File: src/rtl/if_id_fetch.sv
// Instruction-fetch stage and IF/ID pipeline register for the 5-stage MIPS core.
// Resolves branches, jumps and register jumps in ID and redirects the PC.
module if_id_fetch #(
  parameter logic [31:0] RESET_PC   = 32'h0000_3000,
  parameter int          DELAY_SLOT = 0
) (
  input  logic        clk,
  input  logic        rst,
  input  logic        stall,
  input  logic        compare_i,
  input  logic [31:0] rs1_i,
  input  logic        exc_redirect,
  input  logic [31:0] exc_target,
  input  logic [31:0] imem_rdata,
  output logic [31:0] imem_addr,
  output logic [31:0] IF_ID_instr,
  output logic [31:0] IF_ID_pc4,
  output logic        IF_ID_valid,
  output logic        redirect_o
);

  logic [31:0] pc_reg, pc_next;
  logic [31:0] instr_reg, instr_next;
  logic [31:0] pc4_reg, pc4_next;
  logic        valid_reg, valid_next;

  logic [31:0] pc_plus4;
  logic [5:0]  opcode;
  logic [5:0]  funct;
  logic        is_branch, is_jump, is_jreg;
  logic        id_redir;
  logic [31:0] br_tgt, j_tgt, jr_tgt, redir_tgt;
  logic        unused_rs1_low;

  assign pc_plus4 = pc_reg + 32'd4;
  assign opcode   = instr_reg[31:26];
  assign funct    = instr_reg[5:0];

  assign is_branch = (opcode == 6'h04) || (opcode == 6'h05) || (opcode == 6'h06) ||
                     (opcode == 6'h07) || (opcode == 6'h01);
  assign is_jump   = (opcode == 6'h02) || (opcode == 6'h03);
  assign is_jreg   = (opcode == 6'h00) && ((funct == 6'h08) || (funct == 6'h09));

  assign id_redir = valid_reg & ((is_branch & compare_i) | is_jump | is_jreg);

  assign br_tgt = pc4_reg + {{14{instr_reg[15]}}, instr_reg[15:0], 2'b00};
  assign j_tgt  = {pc4_reg[31:28], instr_reg[25:0], 2'b00};
  // Misaligned register targets are silently truncated to a word boundary.
  assign jr_tgt = {rs1_i[31:2], 2'b00};
  assign unused_rs1_low = ^rs1_i[1:0];

  always_comb begin
    redir_tgt = br_tgt;
    if (is_jreg)
      redir_tgt = jr_tgt;
    else if (is_jump)
      redir_tgt = j_tgt;
  end

  always_comb begin
    pc_next    = pc_plus4;
    instr_next = imem_rdata;
    pc4_next   = pc_plus4;
    valid_next = 1'b1;
    if (exc_redirect) begin
      pc_next    = exc_target;
      instr_next = 32'd0;
      pc4_next   = 32'd0;
      valid_next = 1'b0;
    end else if (stall) begin
      // Comparator operands are not ready; the redirect re-evaluates after the stall.
      pc_next    = pc_reg;
      instr_next = instr_reg;
      pc4_next   = pc4_reg;
      valid_next = valid_reg;
    end else if (id_redir) begin
      pc_next = redir_tgt;
      if (DELAY_SLOT == 0) begin
        instr_next = 32'd0;
        pc4_next   = 32'd0;
        valid_next = 1'b0;
      end
    end
  end

  always_ff @(posedge clk or posedge rst) begin
    if (rst) begin
      pc_reg    <= RESET_PC;
      instr_reg <= 32'd0;
      pc4_reg   <= 32'd0;
      valid_reg <= 1'b0;
    end else begin
      pc_reg    <= pc_next;
      instr_reg <= instr_next;
      pc4_reg   <= pc4_next;
      valid_reg <= valid_next;
    end
  end

  assign imem_addr   = pc_reg;
  assign IF_ID_instr = instr_reg;
  assign IF_ID_pc4   = pc4_reg;
  assign IF_ID_valid = valid_reg;
  assign redirect_o  = exc_redirect | (id_redir & ~stall);

endmodule
File: config.mk
export PLATFORM = sky130hd
export DESIGN_NAME = if_id_fetch
export DESIGN_NICKNAME = d
export VERILOG_FILES = /design/src/rtl/if_id_fetch.sv
export SDC_FILE = /design/constraint.sdc
export NUM_CORES = 1
export LEC_CHECK = 0
export CORE_MARGIN = 2
export CORE_UTILIZATION = 45
export DETAILED_ROUTE_END_ITERATION = 16
export PLACE_DENSITY = 0.74
export SLEW_MARGIN = 10
export SYNTH_ARGS = -nofsm -noshare
export SYNTH_HDL_FRONTEND = slang
export SYNTH_SLANG_ARGS = --single-unit
export TNS_END_PERCENT = 1
File: constraint.sdc
create_clock -name clk -period 4.7 [get_ports clk]
set_clock_uncertainty 0.15 [all_clocks]
set_input_delay 0.94 -clock clk [delete_from_list [all_inputs] [get_ports clk]]
set_output_delay 0.94 -clock clk [all_outputs]
set_load 0.005 [all_outputs]
==> metrics.csv <==
stage,metric,value,unit
run_status,status,"finished, final reports clean",
grt,largest net degree at the start of global routing,61,
final_layout,Layout area overhead,35.5,%
timing,Max Fclk,254,MHz
power_and_ir_drop,Logic pwr share,0.290,
clock_network,CTS tree,yes,
synthesis,Ys Warns,0,
floorplanning,chip height,126,microns
timing,Slew headroom,0.428,
clock_network,hold_buf cts,0,
grt,grt ovf,0,
timing,RSZ-0062 raised after global routing,false,
grt,initial antenna violation count,0,
power_and_ir_drop,PwrDens,268,nW/um^2
place,Placer Congestion,0.904,
synthesis,synthesized area,6710,sq um
power_and_ir_drop,clock share of power,0.295,
synthesis,ys async rst share,1.00,
floorplanning,initial core utilization,0.461,
setup_path,CP arrival,2.85,ns
final_layout,FF/Latch Area,2430,sq um
grt,gr usage total,0.301,
clock_network,CTS Sinks,97,
final_layout,"most common cell after layout, fill and taps aside",clkdlybuf4s50_1,
timing,Final Hold Viols,0,
setup_path,Worst R2R Path Depth,8,
setup_path,reg-to-reg endpoint,imem_addr[14]$_DFFE_PP0P_,
clock_network,Post-CTS Repair Setup Buffers,0,
floorplanning,row cnt,44,
synthesis,post-synthesis sequential area ratio,0.362,
setup_path,crit path launch type,primary input,
setup_path,reg2reg start,IF_ID_instr[2]$_DFFE_PP0P_,
synthesis,synthesized flop and latch total,97,
clock_network,Clock transition at path regs,0.07,ns
power_and_ir_drop,Design Power,2.44,mW
setup_path,reg2reg setup slack,1.18,ns
power_and_ir_drop,Switch Pwr,0.798,mW
min_path,Hold Crit Class,reg -> reg,
synthesis,average cell area after synthesis,8.65,sq um
final_layout,# diodes,0,
flow_run,max-cap viol count,0,
routing,Detail Route Antenna Nets,0,
final_layout,final core utilization,0.625,
power_and_ir_drop,Flop pwr share,0.415,
routing,Top Metal Used,met4,
timing,final setup violating endpoints,0,
floorplanning,die footprint,15900,sq um
setup_path,Crit. End Element,primary output,
floorplanning,Die X-Extent,126,microns
min_path,Hold Startpoint,IF_ID_pc4[21]$_DFFE_PP0P_,
routing,routed length per instance,21.0,microns
min_path,hold depth,2,
synthesis,Cells after Synth,775,
final_layout,layout cells sized above 1,0.0532,
power_and_ir_drop,Worst VDD drop,181,uV
power_and_ir_drop,switching share of power,0.327,
routing,Pre-Repair DR Iteration Count,5,
power_and_ir_drop,Pint,1.64,mW
synthesis,syn_nets,907,
setup_path,"Max FO, Critical Path",13,
routing,vias,6881,
timing,max-slew violations,0,
place,Post-DP HPWL,17.6,mm
routing,# DRC,0,
final_layout,fin area,9090,sq um
floorplanning,Ports,199,
final_layout,most frequent cells in the layout,"clkdlybuf4s50_1, nand2_1, dfrtp_1",
setup_path,CP startpoint,stall,
synthesis,largest cells by area after synthesis,"dfrtp_1, o21ai_0, ha_1, nand2_1, a22o_1",
floorplanning,Core Area,14500,sq um
routing,DR iter-0 viols,607,
clock_network,root buffer cell,clkbuf_16,
final_layout,final net count,1085,
synthesis,Synth Flop Type,dfrtp_1,
synthesis,"Distinct cells, synth",68,
timing,Final Cycle Share,0.837,
timing,post-route minimum period,3.94,ns
synthesis,Post-synth EDFFs,0,
power_and_ir_drop,Leakage,3.80,nW
final_layout,Filler cells,1314,
synthesis,"area leader, netlist",dfrtp_1,
clock_network,H-tree levels,3,
place,IO Port Bufs,196,
setup_path,Critical Path RT,3.61,ns
routing,vias per std cell,6.03,
setup_path,WS Path Type,in -> out,
timing,setup_tns,0,ns
final_layout,Multi-input gate area,4010,sq um
clock_network,insertion delay to the later sink of the worst-skew pair,0.36,ns
synthesis,share of Yosys cell area claimed by the top area cell type,0.355,
timing,worst slew pin tran,0.855,ns
routing,M1 WL,10.7,mm
grt,first-pass GRT wire length,37.5,mm
grt,vias in the first global route,6617,
routing,DRT Wirelength,24.0,mm
routing,metal3 WL,1.84,mm
clock_network,TritonCTS Buffers,9,
clock_network,Max Root-Sink Buffers,2,
clock_network,post-cts sizing count,0,
min_path,WHS Endpoint,IF_ID_pc4[21]$_DFFE_PP0P_,
routing,metal2 WL,11.0,mm
place,Area after DPL,8800,sq um
==> cell families after synthesis <==
kind of cell	Yosys count	share of synthesized area
AOI/OAI and AO/OA	300	0.298
and+or+nand+nor	231	0.167
DFF	97	0.362
buffers and inverters	61	0.0418
xor gates and xnor gates	54	0.0705
adders and majority gates	31	0.0590
muxes	1	0.00149
==> cell usage after synthesis (12+ instances only) <==
cell type,number
a21oi_1,58
a211oi_1,16
nand3_1,19
nand2_1,99
a22o_1,37
a221oi_1,12
a21o_1,17
dfrtp_1,95
and3_1,12
xnor2_1,30
xor2_1,24
clkbuf_1,28
ha_1,30
inv_1,17
o21ai_0,76
nor2_1,50
==> worst max-delay path, stage by stage <==
cell	delay [ns]
clkdlybuf4s50_1	0.78
inv_1	0.08
buf_4	0.21
a21oi_1	0.30
inv_1	0.07
clkdlybuf4s50_1	0.45
==> power by group through the flow <==
stage	Sequential (mW)	Combinational, mW	Clock [mW]
4_1_cts	1.01	0.703	0.728
3_5_place_dp	1.02	0.700	0
6_report	1.01	0.707	0.720
5_1_grt	1.02	0.768	0.763
2_1_floorplan	1.00	0.353	0
3_3_place_gp	1.02	0.691	0
==> flip-flops by register name, summed over array words and instances, names as in the netlist <==
name / cells
IF_ID_instr: 32
IF_ID_pc4: 32
IF_ID_valid: 1
imem_addr: 32
==> worst max-delay path by stage <==
stage                                 end  slack [ns]  cells after the start
2_1_floorplan  IF_ID_instr[0]$_DFFE_PP0P_        1.08                      1
3_3_place_gp                   redirect_o        0.79                      6
3_5_place_dp    IF_ID_pc4[13]$_DFFE_PP0P_        0.71                      6
4_1_cts                        redirect_o        0.77                      6
5_1_grt                        redirect_o        0.64                      6
6_report                       redirect_o        0.76                      6
==> layer usage <==
layer  global-route usage  vias to the layer above
li1                     -                     3228
met1                0.428                     3338
met2                0.469                      284
met3               0.0518                       31
met4               0.0937                        0
met5                    0                        -
==> through the flow <==
step / hold WS, ns / setup WS [ns] / instances
after floorplan: 0.345 / 1.08 / 775
after global placement: 0.349 / 0.791 / 1126
after detailed placement: 0.362 / 0.706 / 1126
after CTS: 0.380 / 0.774 / 1142
after global routing: 0.394 / 0.640 / 1142
final: 0.372 / 0.764 / 1142
==> area by class of cell <==
class | instances | share of cell area
Clock buffer | 10 | 0.0263
Clock inverter | 6 | 0.00482
Inverter | 17 | 0.00730
Multi-Input combinational cell | 617 | 0.441
Sequential cell | 97 | 0.267
Tap cell | 184 | 0.0253
Timing Repair Buffer | 211 | 0.228
Power figures use the tool's default switching activity.
